===== src/rtl/flag_bank.sv =====
// Status-flag register file with per-flag load/set/clear and a LIFO of flag
// snapshots for nested interrupts. Optional: FLAG_BANK_SAVE_CLR_EN clears flags on save.
module flag_bank #(
  parameter int NUM_FLAGS    = 2,
  parameter int SHADOW_DEPTH = 4,
  parameter int DW           = $clog2(SHADOW_DEPTH + 1)
) (
  input  logic                 clk,
  input  logic                 reset,
  input  logic [NUM_FLAGS-1:0] flg_wr_en,
  input  logic [NUM_FLAGS-1:0] flg_din,
  input  logic [NUM_FLAGS-1:0] flg_set,
  input  logic [NUM_FLAGS-1:0] flg_clr,
  input  logic                 save,
  input  logic                 restore,
  input  logic                 err_clr,
  output logic [NUM_FLAGS-1:0] flags_out,
  output logic [DW-1:0]        depth,
  output logic                 shadow_full,
  output logic                 shadow_empty,
  output logic                 ovf_err,
  output logic                 unf_err
);

  localparam int AW = (SHADOW_DEPTH > 1) ? $clog2(SHADOW_DEPTH) : 1;
  localparam logic [DW-1:0] FULL_DEPTH = DW'(SHADOW_DEPTH);
`ifdef FLAG_BANK_SAVE_CLR_EN
  localparam bit SAVE_CLR = 1'b1;
`else
  localparam bit SAVE_CLR = 1'b0;
`endif

  logic [NUM_FLAGS-1:0] flags_reg, flags_next, ctrl_next, top_snap;
  logic [DW-1:0]        depth_reg, depth_next;
  logic                 ovf_reg, ovf_next, unf_reg, unf_next;
  logic [NUM_FLAGS-1:0] shadow_mem [SHADOW_DEPTH];
  logic [AW-1:0]        push_idx, top_idx;
  logic                 is_empty, is_full;
  logic                 do_pop, do_swap, do_push, ovf_set, unf_set;

  assign is_empty = (depth_reg == '0);
  assign is_full  = (depth_reg == FULL_DEPTH);
  assign push_idx = AW'(depth_reg);
  assign top_idx  = AW'(depth_reg - DW'(1));
  assign top_snap = shadow_mem[top_idx];

  // save+restore with entries present is a swap; with none it degrades to a push
  assign do_swap = save && restore && !is_empty;
  assign do_pop  = restore && !save && !is_empty;
  assign do_push = save && !do_swap && !is_full;
  assign ovf_set = save && !restore && is_full;
  assign unf_set = restore && !save && is_empty;

  genvar gi;
  generate
    for (gi = 0; gi < NUM_FLAGS; gi++) begin : g_flag
      always_comb begin
        ctrl_next[gi] = flags_reg[gi];
        if (flg_clr[gi])        ctrl_next[gi] = 1'b0;
        else if (flg_set[gi])   ctrl_next[gi] = 1'b1;
        else if (flg_wr_en[gi]) ctrl_next[gi] = flg_din[gi];
      end
    end
  endgenerate

  always_comb begin
    flags_next = ctrl_next;
    if (do_pop || do_swap)       flags_next = top_snap;
    else if (SAVE_CLR && do_push) flags_next = '0;

    depth_next = depth_reg;
    if (do_push)     depth_next = depth_reg + DW'(1);
    else if (do_pop) depth_next = depth_reg - DW'(1);

    ovf_next = ovf_set || (ovf_reg && !err_clr);
    unf_next = unf_set || (unf_reg && !err_clr);
  end

  always_ff @(posedge clk) begin
    if (reset) begin
      flags_reg <= '0;
      depth_reg <= '0;
      ovf_reg   <= 1'b0;
      unf_reg   <= 1'b0;
    end else begin
      flags_reg <= flags_next;
      depth_reg <= depth_next;
      ovf_reg   <= ovf_next;
      unf_reg   <= unf_next;
    end
  end

  // Snapshot storage needs no reset; its contents are meaningless when depth is 0
  always_ff @(posedge clk) begin
    if (!reset) begin
      if (do_push)      shadow_mem[push_idx] <= flags_reg;
      else if (do_swap) shadow_mem[top_idx]  <= flags_reg;
    end
  end

  assign flags_out    = flags_reg;
  assign depth        = depth_reg;
  assign shadow_full  = is_full;
  assign shadow_empty = is_empty;
  assign ovf_err      = ovf_reg;
  assign unf_err      = unf_reg;

endmodule


===== config.mk =====
export PLATFORM = sky130hd
export DESIGN_NAME = flag_bank
export DESIGN_NICKNAME = d
export VERILOG_FILES = /design/src/rtl/flag_bank.sv
export SDC_FILE = /design/constraint.sdc
export NUM_CORES = 1
export LEC_CHECK = 0
export CORE_UTILIZATION = 46
export DETAILED_ROUTE_END_ITERATION = 8
export PLACE_DENSITY = 0.75
export SYNTH_ARGS = -nofsm -noshare
export SYNTH_HDL_FRONTEND = slang
export SYNTH_SLANG_ARGS = --single-unit
export TNS_END_PERCENT = 1

===== constraint.sdc =====
create_clock -name clk -period 2.37 [get_ports clk]
set_input_delay 0.5925 -clock clk [delete_from_list [all_inputs] [get_ports clk]]
set_output_delay 0.5925 -clock clk [all_outputs]
set_load 0.02 [all_outputs]

Word level (Yosys, flattened, before mapping)
Memory sizes are Yosys's and may differ from the RTL's. Index checks and enable logic that the tools add are counted.

Register bits after elaboration: 7. Bits in writable memories: 8. Output and inout bits: 9. Word-level logic and storage cells: 53. Memories kept: 1.

Memory list: shadow_mem (depth 4, width 2, read ports 1, clocked after Yosys merged registers in 0, write ports 1, RTL line 36) `logic [NUM_FLAGS-1:0] shadow_mem [SHADOW_DEPTH];`.

Add/subtract/negate cells: 2. Equality and inequality tests: 1. Mux-type cells: 19. Reductions and logical operators: 25.

Operators by type and width (count): 1-bit 2-to-1 mux (14); 1-bit logical AND (11); 4-bit nonzero test (2); 1-bit zero test (6); 2-bit 2-to-1 mux (3); 3-bit 2-to-1 mux (2); 3-bit by 1-bit adder with 3-bit output (second input constant) (1); 3-bit == test (second input constant) (1); 3-bit zero test (1); 1-bit logical OR (3); 3-bit by 1-bit subtractor with 3-bit output (second input constant) (1); 2-bit nonzero test (1); 2-bit OR reduction (1).

Longest topological paths before layout
Gate-level depths: netlist of the first run.

Depth after elaboration: 11. Mapped depth: 6.

Worst setup path after synthesis of the first run
OpenSTA, ideal clock, no wires.

Path type: reg2reg. Start point: register depth_reg[0], in the netlist depth[0]. End point: memory shadow_mem[2][0] (enable). Library setup time: 316 ps. Data arrival time: 1752 ps. Path slack: 302 ps. Cell stages (with the launch flop): 6. Path buffers: 0. Period minus slack after synthesis: 2068 ps. Path through: dfxtp_1 inv_1 ha_1 nor2b_4 or3_4 a21oi_1.

Longest elaborated chain between the ends: 11.

RTL lines: start, declared (RTL line 34) `logic [DW-1:0] depth_reg, depth_next;`; start signal, assigned (RTL line 87) `depth_reg <= depth_next;`; 3-bit zero test (*) (RTL line 41) `assign is_empty = (depth_reg == '0);`; net shadow_empty (RTL line 20) `output logic shadow_empty,`; 1-bit zero test (*) (RTL line 48) `assign do_swap = save && restore && !is_empty;`; 1-bit logical AND (*) (RTL line 48); 1-bit zero test (RTL line 50) `assign do_push = save && !do_swap && !is_full;`; 1-bit logical AND (2 in a row) (RTL line 50); 1-bit 2-to-1 mux (RTL line 96) `if (do_push) shadow_mem[push_idx] <= flags_reg;`; 1-bit 2-to-1 mux (RTL line 95) `if (!reset) begin`; 1-bit 2-to-1 mux (implied by the code) (RTL line 97) `else if (do_swap) shadow_mem[top_idx] <= flags_reg;`; 2-bit OR reduction (no line); 2-bit 2-to-1 mux (no line) / 1-bit 2-to-1 mux (equally long branches); end, declared (RTL line 36).

Mark *: on every way through the listed nets, which the timed path passes. The rest lies on a longest branch.

Final worst setup path of the first run
Start point: register depth_reg[1], in the netlist depth[1]. End point: output port shadow_full.

Longest elaborated chain between the ends: 1.

RTL lines: 3-bit == test (RTL line 42) `assign is_full = (depth_reg == FULL_DEPTH);`; end, declared (RTL line 19) `output logic shadow_full,`.

No other way between the ends.

==> PnR_summary.wiki, run 1 <==
{| class="wikitable"
! Metric !! Value
|-
| Status || finished, final reports clean
|-
| Type of element launching the critical path || flop
|-
| Adder-Cell Fraction of Synth Area || 4.64%
|-
| TritonCTS sink count || 15
|-
| Met1 routed wirelength after detailed routing || 752 microns
|-
| Syn Area/Cell || 10.4 sq um
|-
| #FFs+latches synth || 15
|-
| Overall via count from detail_route || 679
|-
| Seq/Total Area, Yosys || 47.0%
|-
| Initial Utilization || 51.3%
|-
| Total GRT Usage || 20.7%
|-
| Buffers on Ports || 21
|-
| Power per standard cell area || 727 mW/mm^2
|-
| Total Nets Final || 123
|-
| Max IR drop VDD || 0.435 mV
|-
| Antenna Nets Post-Route || 0
|-
| Largest register FFs || 8
|-
| Number of unique standard cell types used by synthesis || 29
|-
| Top fanout value on the critical path || 6
|-
| Total inserted antenna cells || 0
|-
| Post-synthesis instance area || 810 sq um
|-
| Pin count of the biggest net entering global routing || 11
|-
| DRT Wirelength || 1.66 mm
|-
| H-tree levels || 1
|-
| Number of design-rule violations left by the first detailed-router iteration || 29
|-
| Area occupied by multi-input gates || 407 sq um
|-
| Total number of yosys warnings || 0
|-
| Worst setup path class || flop to output pin
|-
| Number of primary I/O pins || 22
|-
| Growth of design area from synthesis to finish || 35.2%
|-
| Floorplan Core Area || 0.00158 sq mm
|-
| Worst slew pin tran || 0.310 ns
|-
| Worst-Skew Late Latency || 0.29 ns
|-
| Deepest clock path buffer count || 2
|-
| Clk network pwr share || 18.5%
|-
| Static leakage || 0.419 nW
|-
| Number of buffers added by the clock tree synthesis step || 3
|-
| Layout filler cell count || 125
|-
| Post-synthesis share of cell area spent on xor and xnor gates || 0%
|-
| Number of nets in the synthesized netlist || 94
|-
| Post-synthesis mux area share || 6.80%
|-
| DR WL/cell || 13.6 microns
|-
| Last weighted congestion value of the routability-driven placer || 0.769
|-
| Complex-gate fraction of the synthesized area || 15.9%
|-
| Cts-stage hold buffer count || 0
|-
| Count of instances resized after the clock tree is built || 2
|-
| Placement Setup Slack || 0.183 ns
|-
| Overflow after GRT || 0
|-
| Final hold violations || 0
|-
| Final Max Tran Viols || 0
|-
| Post-Route Hold Slack || 0.511 ns
|-
| Combinational family with the most area after synthesis || simple AND/OR/NAND/NOR gates
|-
| Shortest clock period the worst path allows after layout || 2.16 ns
|-
| Cell-internal power || 0.530 mW
|-
| Worst max-slew margin expressed relative to the limit || 78.8%
|-
| Final period utilization || 91.2%
|-
| Area of the die || 0.00193 sq mm
|-
| Synthesized-area fraction occupied by and/or/nand/nor cells || 22.9%
|-
| Routed wl met2 || 773 microns
|-
| TritonCTS clock tree || built
|-
| Global-route wire length before repair || 2.84 mm
|-
| Detailed Routing Iterations Pass 1 || 6
|-
| Synthesized netlist cell count || 78
|-
| Number of remaining DRC errors || 0
|-
| Flop pwr share || 41.4%
|-
| Worst hold path type || flop to flop
|-
| Total net switching power || 0.266 mW
|-
| Number of buffers inserted by post-CTS setup repair || 0
|-
| Clock transition at the registers of the reported paths || 0.09 ns
|-
| CP Data Required Time || 1.78 ns
|-
| Setup repair after global routing missed its margin || false
|-
| Net Sw Frac || 33.4%
|-
| # Max-Cap Violations || 0
|-
| Number of antenna violations at the first check in global routing || 0
|-
| Detailed placer's ending HPWL || 1.31 mm
|-
| Register cell area after layout || 380 sq um
|-
| Setup Skew || 0.00207 ns
|-
| Fraction of power consumed by combinational cells || 40.1%
|-
| Via count of the first global-routing pass || 676
|-
| Average via count per standard cell || 5.57
|-
| Data arrival time of the critical path || 1.57 ns
|-
| Nature of the critical path endpoint || output pin
|-
| Count of final setup violators || 0
|-
| Top Metal Used || met4
|-
| Die outline width || 44.0 microns
|-
| Worst setup margin || 0.208 ns
|-
| Clock root cell || sky130_fd_sc_hd__clkbuf_4
|-
| Y dimension of the die || 44.0 microns
|-
| Layout cell share with drive strength beyond 1 || 17.0%
|-
| Maximum operating frequency || 462 MHz
|-
| Amount of wire on met3 after detailed routing || 116 microns
|-
| Setup total negative slack || 0 ns
|-
| Number of cell rows || 14
|}
layout by cell type, fill, tap and decap left out, types with 2 or more instances in the layout:
master	Yosys	routed
sky130_fd_sc_hd__a211oi_1	2	2
sky130_fd_sc_hd__a21oi_1	7	7
sky130_fd_sc_hd__a22o_1	2	2
sky130_fd_sc_hd__a22oi_1	2	2
sky130_fd_sc_hd__buf_4	0	5
sky130_fd_sc_hd__clkbuf_4	0	3
sky130_fd_sc_hd__clkdlybuf4s50_1	0	19
sky130_fd_sc_hd__dfxtp_1	7	7
sky130_fd_sc_hd__dlygate4sd2_1	0	2
sky130_fd_sc_hd__edfxtp_1	8	8
sky130_fd_sc_hd__ha_1	3	3
sky130_fd_sc_hd__inv_1	3	3
sky130_fd_sc_hd__mux4_2	2	2
sky130_fd_sc_hd__nand2_1	7	7
sky130_fd_sc_hd__nand3_1	2	2
sky130_fd_sc_hd__nor2_1	8	8
sky130_fd_sc_hd__nor2b_1	6	6
sky130_fd_sc_hd__o21ai_1	2	2
sky130_fd_sc_hd__or3_4	2	2
worst max-delay path, cell delays in order (launching register included):
cell                            delay, ns
sky130_fd_sc_hd__dfxtp_1             0.44
sky130_fd_sc_hd__inv_1               0.12
sky130_fd_sc_hd__ha_1                0.22
sky130_fd_sc_hd__and2_1              0.18
sky130_fd_sc_hd__dlygate4sd2_1       0.32
routing by layer:
layer	track usage, %	vias to the layer above
met3	6.25	2
met1	27.9	307
met4	10.9	0
met5	0	-
met2	30.1	28
li1	-	342
synth_stat cells, drive strengths merged:
library cell,instances,area share [%]
a211oi,2,1.9
a21oi,8,5.4
a22o,2,2.2
a22oi,2,1.9
a32oi,1,1.1
and2,1,0.77
and3,1,1.4
and4bb,1,1.5
clkbuf,2,0.93
dfxtp,7,17
edfxtp,8,30
ha,3,4.6
inv,4,1.9
mux2i,1,1.2
mux4,2,5.6
nand2,7,3.2
nand3,2,1.2
nor2,8,3.7
nor2b,7,6.3
nor3,2,1.9
o21a,1,0.93
o21ai,3,1.9
o22ai,1,0.77
or3,2,2.8
worst paths after layout:
check | startpoint | depth (start not counted) | slack (ns) | end
setup / recovery | depth[1]$_SDFFE_PP0P_ | 4 | 0.21 | shadow_full
hold / removal | ovf_err$_SDFF_PP0_ | 2 | 0.51 | ovf_err$_SDFF_PP0_
setup reg to reg | depth[1]$_SDFFE_PP0P_ | 6 | 0.49 | shadow_mem[1][0]$_DFFE_PP_
hold reg to reg | ovf_err$_SDFF_PP0_ | 2 | 0.51 | ovf_err$_SDFF_PP0_
layout make-up:
type                       instances  share of cell area (%)
tap                               16                    1.83
sequential                        15                    34.7
timing repair buffer              26                    22.4
clock inverter                     1                   0.457
clock buffer                       3                    2.06
inverter                           4                    1.37
multi-input combinational         57                    37.1
logic make-up (layout without fill, tap and decap cells):
group	after synthesis	count (layout)
compound gates	20	20
fa+ha+maj	3	3
buf+inv	6	34
flops	15	15
mux	3	3
simple gates	31	31
per-stage QoR:
stage               total power [mW]  cells  area, sq um  util, %
finish                         0.796    122         1090     69.4
global route                   0.850    122         1090     69.4
CTS                            0.801    122         1090     69.4
detailed placement             0.661    118         1070     67.9
global placement               0.654    118         1070     67.9
floorplan                      0.534     78          810        -
power groups by stage:
stage / registers, mW / logic (mW) / clock network, mW
after floorplan: 0.356 / 0.178 / 0
after global placement: 0.334 / 0.320 / 0
after detailed placement: 0.336 / 0.325 / 0
after CTS: 0.330 / 0.320 / 0.151
after global routing: 0.335 / 0.348 / 0.167
final: 0.329 / 0.319 / 0.147
Note: power is estimated with default switching activity, not from simulation.
==> inputs of run 2 (changes only) <==
- CORE_UTILIZATION: 46 -> 50
- PLACE_DENSITY: 0.75 -> 0.8
- clock period: 2.37 -> 2.55 ns (I/O delays scaled with it)
==> PnR_summary.wiki, run 2 (synthesis gave the netlist of run 1 again) <==
{| class="wikitable"
! Metric !! Value
|-
| Worst-Skew Late Latency || 0.29 ns
|-
| Final Power || 0.747 mW
|-
| Growth of design area from synthesis to finish || 35.5%
|-
| Area of the die || 0.00178 sq mm
|-
| Top fanout value on the critical path || 7
|-
| Die outline width || 42.2 microns
|-
| Clk network pwr share || 19.0%
|-
| Post-Route Hold Slack || 0.513 ns
|-
| Overall via count from detail_route || 708
|-
| Count of final setup violators || 0
|-
| # Max-Cap Violations || 0
|-
| Pin count of the biggest net entering global routing || 10
|-
| Slowest library cell on the worst path || sky130_fd_sc_hd__dfxtp_1
|-
| Buffers on Ports || 21
|-
| DR WL/cell || 14.4 microns
|-
| Total GRT Usage || 21.8%
|-
| Worst flop-to-flop path startpoint || depth[1]$_SDFFE_PP0P_
|-
| Type of element launching the critical path || flop
|-
| H-tree levels || 1
|-
| R2r endpoint || shadow_mem[3][0]$_DFFE_PP_
|-
| Data arrival time of the critical path || 1.53 ns
|-
| TritonCTS sink count || 15
|-
| Clock transition at the registers of the reported paths || 0.10 ns
|-
| Number of primary I/O pins || 22
|-
| Final period utilization || 85.0%
|-
| Nature of the critical path endpoint || output pin
|-
| Average via count per standard cell || 5.85
|-
| Maximum operating frequency || 462 MHz
|-
| Initial Utilization || 53.7%
|-
| CP Data Required Time || 1.91 ns
|-
| Global-route wire length before repair || 2.84 mm
|-
| Antenna Nets Post-Route || 0
|-
| Post-detailed-placement cell area || 0.00106 sq mm
|-
| Endpoint with the worst hold slack || ovf_err$_SDFF_PP0_
|-
| Setup total negative slack || 0 ns
|-
| Via count of the first global-routing pass || 671
|-
| Deepest clock path buffer count || 2
|-
| Worst slew pin tran || 0.304 ns
|-
| Most common cell after layout, fill and taps aside || sky130_fd_sc_hd__clkdlybuf4s50_1
|-
| Fraction of power consumed by combinational cells || 40.0%
|-
| Static leakage || 0.433 nW
|-
| Net Sw Frac || 33.8%
|-
| DRT Wirelength || 1.75 mm
|-
| Overflow after GRT || 0
|-
| Largest register FFs || 8
|-
| Clock root cell || sky130_fd_sc_hd__clkbuf_4
|-
| Final Max Tran Viols || 0
|-
| Power per standard cell area || 681 mW/mm^2
|-
| FF-to-FF setup slack || 0.72 ns
|-
| Layout filler cell count || 109
|-
| Kind of cell adding the most delay to the critical path || buffers and inverters
|-
| Critical Path Stages || 4
|-
| Number of antenna violations at the first check in global routing || 0
|-
| TritonCTS clock tree || built
|-
| Setup repair after global routing missed its margin || false
|-
| Number of remaining DRC errors || 0
|-
| Worst-path cell chain || inv_1 -> ha_2 -> nor2b_4 -> dlymetal6s2s_1
|-
| Detailed placer's ending HPWL || 1.30 mm
|-
| Total net switching power || 0.253 mW
|-
| Last weighted congestion value of the routability-driven placer || 0.846
|-
| Depth of the most critical reg-to-reg path || 5
|-
| Cts-stage hold buffer count || 0
|-
| Final Core Density || 72.8%
|-
| Number of buffers added by the clock tree synthesis step || 3
|-
| Buffer and inverter count on the worst path || 2
|-
| Worst min-delay path startpoint || ovf_err$_SDFF_PP0_
|-
| Worst setup path class || flop to output pin
|-
| Number of design-rule violations left by the first detailed-router iteration || 31
|-
| Final hold violations || 0
|-
| Floorplan Core Area || 0.00151 sq mm
|-
| Setup Skew || 0.00693 ns
|-
| Delay of the slowest critical-path stage || 0.37 ns
|-
| Number of cell rows || 14
|-
| Final non-filler cell area || 0.00110 sq mm
|-
| Flop pwr share || 41.0%
|-
| Placement Setup Slack || 0.288 ns
|-
| Y dimension of the die || 42.2 microns
|-
| Worst setup margin || 0.383 ns
|-
| Status || finished, final reports clean
|-
| Shortest clock period the worst path allows after layout || 2.17 ns
|-
| Cell-internal power || 0.494 mW
|-
| Total inserted antenna cells || 0
|-
| Commonest cells after routing, fill and taps aside || sky130_fd_sc_hd__clkdlybuf4s50_1, sky130_fd_sc_hd__nor2_1, sky130_fd_sc_hd__edfxtp_1
|-
| # placed instances || 117
|-
| Count of placed standard cells in the final layout, fillers left out || 121
|-
| Max IR drop VDD || 0.494 mV
|-
| Worst hold stages || 2
|-
| Worst max-slew margin expressed relative to the limit || 79.1%
|-
| Total Nets Final || 122
|-
| Detailed Routing Iterations Pass 1 || 5
|-
| Worst hold path type || flop to flop
|-
| Layout cell share with drive strength beyond 1 || 17.1%
|}
run 2: changes by cell type in the layout (fill, tap and decap cells not counted):
cell,change
sky130_fd_sc_hd__dlymetal6s2s_1,+2
sky130_fd_sc_hd__buf_4,-1
sky130_fd_sc_hd__dlygate4sd2_1,-2
sky130_fd_sc_hd__ha_1,-1
sky130_fd_sc_hd__ha_2,+1
run 2: power groups by stage:
stage / logic (mW) / registers (mW) / clock network (mW)
6_report: 0.299 / 0.307 / 0.142
3_5_place_dp: 0.293 / 0.312 / 0
2_1_floorplan: 0.166 / 0.331 / 0
3_3_place_gp: 0.291 / 0.310 / 0
4_1_cts: 0.299 / 0.306 / 0.142
5_1_grt: 0.323 / 0.310 / 0.157
run 2: repair_timing:
action,4_1_cts,5_1_grt
setup buffers,0,0
endpoints found under the hold margin,0,0
gates resized for setup,1,2
setup endpoints to repair,1,2
run 2: cell type report:
class,count,area (sq um),area share [%]
Tap cell,16,20.0,1.82
Clock inverter,1,5.00,0.456
Clock buffer,3,22.5,2.05
Multi-Input combinational cell,57,409,37.3
Sequential cell,15,380,34.7
Timing Repair Buffer,25,245,22.3
Inverter,4,15.0,1.37
run 2: worst register-to-register path, stage by stage (launching register included):
cell	delay, ns
sky130_fd_sc_hd__dfxtp_1	0.43
sky130_fd_sc_hd__inv_1	0.12
sky130_fd_sc_hd__ha_2	0.23
sky130_fd_sc_hd__nor2b_4	0.16
sky130_fd_sc_hd__or3_4	0.35
sky130_fd_sc_hd__a21oi_1	0.23
run 2: per-layer routing:
metal / GRT usage, % / routed length (microns) / vias to the layer above
li1: - / - / 341
met2: 34.2 / 813 / 34
met1: 27.9 / 801 / 329
met4: 11.9 / 26 / 0
met5: 0 / 0 / -
met3: 4.74 / 105 / 4
run 2: worst max-delay path by stage:
stage | start | end | slack (ns)
2_1_floorplan | depth[0]$_SDFFE_PP0P_ | shadow_mem[2][0]$_DFFE_PP_ | 0.48
3_3_place_gp | depth[1]$_SDFFE_PP0P_ | shadow_empty | 0.34
3_5_place_dp | depth[1]$_SDFFE_PP0P_ | shadow_empty | 0.29
4_1_cts | depth[1]$_SDFFE_PP0P_ | shadow_empty | 0.008
5_1_grt | depth[1]$_SDFFE_PP0P_ | shadow_empty | 0.29
6_report | depth[1]$_SDFFE_PP0P_ | shadow_empty | 0.38
==> inputs of run 3 (changes only) <==
- CORE_UTILIZATION: 50 -> 42
- PLACE_DENSITY: 0.8 -> 0.72
- clock period: 2.55 -> 1.76 ns (I/O delays scaled with it)
==> PnR_summary.wiki, run 3 (synthesis gave the netlist of run 1 again) <==
{| class="wikitable"
! Metric !! Value
|-
| Status || finished, final reports clean
|-
| Nature of the critical path endpoint || output pin
|-
| Power per standard cell area || 966 mW/mm^2
|-
| Delay of the slowest critical-path stage || 0.61 ns
|-
| Setup total negative slack || 0 ns
|-
| Average via count per standard cell || 5.13
|-
| Shortest clock period the worst path allows after layout || 1.68 ns
|-
| Final Max Tran Viols || 0
|-
| DRT Wirelength || 1.84 mm
|-
| Clock root cell || sky130_fd_sc_hd__clkbuf_4
|-
| Total GRT Usage || 21.4%
|-
| Antenna Nets Post-Route || 0
|-
| Number of primary I/O pins || 22
|-
| Worst-Skew Late Latency || 0.29 ns
|-
| Worst slew pin tran || 0.299 ns
|-
| Number of cell rows || 15
|-
| Y dimension of the die || 45.9 microns
|-
| Detailed Routing Iterations Pass 1 || 4
|-
| # placed instances || 135
|-
| Kind of cell adding the most delay to the critical path || buffers and inverters
|-
| Final hold violations || 0
|-
| TritonCTS sink count || 15
|-
| Data arrival time of the critical path || 1.24 ns
|-
| Top fanout value on the critical path || 2
|-
| Maximum operating frequency || 594 MHz
|-
| Cts-stage hold buffer count || 0
|-
| Overall via count from detail_route || 713
|-
| Largest register FFs || 8
|-
| Floorplan Core Area || 0.00176 sq mm
|-
| Area of the die || 0.00211 sq mm
|-
| Total inserted antenna cells || 0
|-
| Number of remaining DRC errors || 0
|-
| Worst hold path type || flop to flop
|-
| Deepest clock path buffer count || 2
|-
| Count of placed standard cells in the final layout, fillers left out || 139
|-
| H-tree levels || 1
|-
| Commonest cells after routing, fill and taps aside || sky130_fd_sc_hd__clkdlybuf4s50_1, sky130_fd_sc_hd__buf_4, sky130_fd_sc_hd__nor2_1, sky130_fd_sc_hd__edfxtp_1, sky130_fd_sc_hd__nand2_1
|-
| CP Data Required Time || 1.32 ns
|-
| Number of design-rule violations left by the first detailed-router iteration || 7
|-
| Worst-path cell chain || clkdlybuf4s50_1
|-
| Buffer and inverter count on the worst path || 1
|-
| Final period utilization || 95.6%
|-
| Type of element launching the critical path || flop
|-
| Growth of design area from synthesis to finish || 46.2%
|-
| Layout cell share with drive strength beyond 1 || 30.7%
|-
| Worst max-slew margin expressed relative to the limit || 80.1%
|-
| Detailed placer's ending HPWL || 1.44 mm
|-
| Pin count of the biggest net entering global routing || 10
|-
| # Max-Cap Violations || 0
|-
| Static leakage || 0.471 nW
|-
| Clock transition at the registers of the reported paths || 0.09 ns
|-
| DR WL/cell || 13.3 microns
|-
| Overflow after GRT || 0
|-
| Die outline width || 45.9 microns
|-
| Total Nets Final || 131
|-
| TritonCTS clock tree || built
|-
| Number of buffers added by the clock tree synthesis step || 3
|-
| Slowest library cell on the worst path || sky130_fd_sc_hd__clkdlybuf4s50_1
|-
| Number of buffers inserted by post-CTS setup repair || 0
|-
| Number of antenna violations at the first check in global routing || 0
|-
| Global-route wire length before repair || 3.06 mm
|-
| Setup repair after global routing missed its margin || true
|-
| Layout filler cell count || 153
|-
| Register cell area after layout || 385 sq um
|-
| Last weighted congestion value of the routability-driven placer || 0.787
|-
| Buffers on Ports || 21
|-
| Most common cell after layout, fill and taps aside || sky130_fd_sc_hd__clkdlybuf4s50_1
|-
| Initial Utilization || 45.9%
|-
| Max IR drop VDD || 0.552 mV
|-
| Area occupied by multi-input gates || 433 sq um
|-
| Setup Skew || 0.00141 ns
|-
| Via count of the first global-routing pass || 718
|-
| Worst setup path class || flop to output pin
|-
| Count of final setup violators || 0
|}
[run 3: final timing paths]
| path | start | to | slack (ns) | depth (start not counted) |
|---|---|---|---|---|
| worst max-delay path | ovf_err$_SDFF_PP0_ | ovf_err | 0.08 | 1 |
| worst min-delay path | ovf_err$_SDFF_PP0_ | ovf_err$_SDFF_PP0_ | 0.50 | 2 |
| worst max register to register | depth[0]$_SDFFE_PP0P_ | shadow_mem[2][0]$_DFFE_PP_ | 0.08 | 6 |
| worst min register to register | ovf_err$_SDFF_PP0_ | ovf_err$_SDFF_PP0_ | 0.50 | 2 |
[run 3: report_power, final]
part | switching, mW | total (mW) | internal [mW]
registers | 0.0265 | 0.442 | 0.415
logic | 0.246 | 0.498 | 0.252
clock network | 0.119 | 0.204 | 0.0848
[run 3: routing by layer]
metal | global-route usage [%] | routed length (microns)
met5 | 0 | 0
met4 | 14.1 | 65
met3 | 4.37 | 104
met2 | 34.6 | 873
met1 | 25.2 | 800
[run 3: layout make-up]
class	count	area share (%)
multi-input combinational	57	36.6
tap	25	2.64
sequential	15	32.6
clock buffer	3	1.90
clock inverter	1	0.423
inverter	4	1.27
timing repair buffer	34	24.6
[run 3: what timing repair did]
item	4_1_cts	5_1_grt
resized for setup	12	6
endpoints found under the hold margin	0	0
cloned	0	0
endpoints found under the setup margin	7	10
[run 3: per-stage QoR]
step,utilization (%),worst slack [ns],area (sq um),power [mW],hold WS (ns)
floorplan,-,-0.00344,817,0.727,0.534
global placement,65.1,-0.152,1150,0.940,0.488
detailed placement,65.1,-0.186,1150,0.947,0.482
CTS,66.1,0.00444,1170,1.13,0.504
global route,67.1,-0.0113,1180,1.21,0.552
finish,67.1,0.0771,1180,1.14,0.498
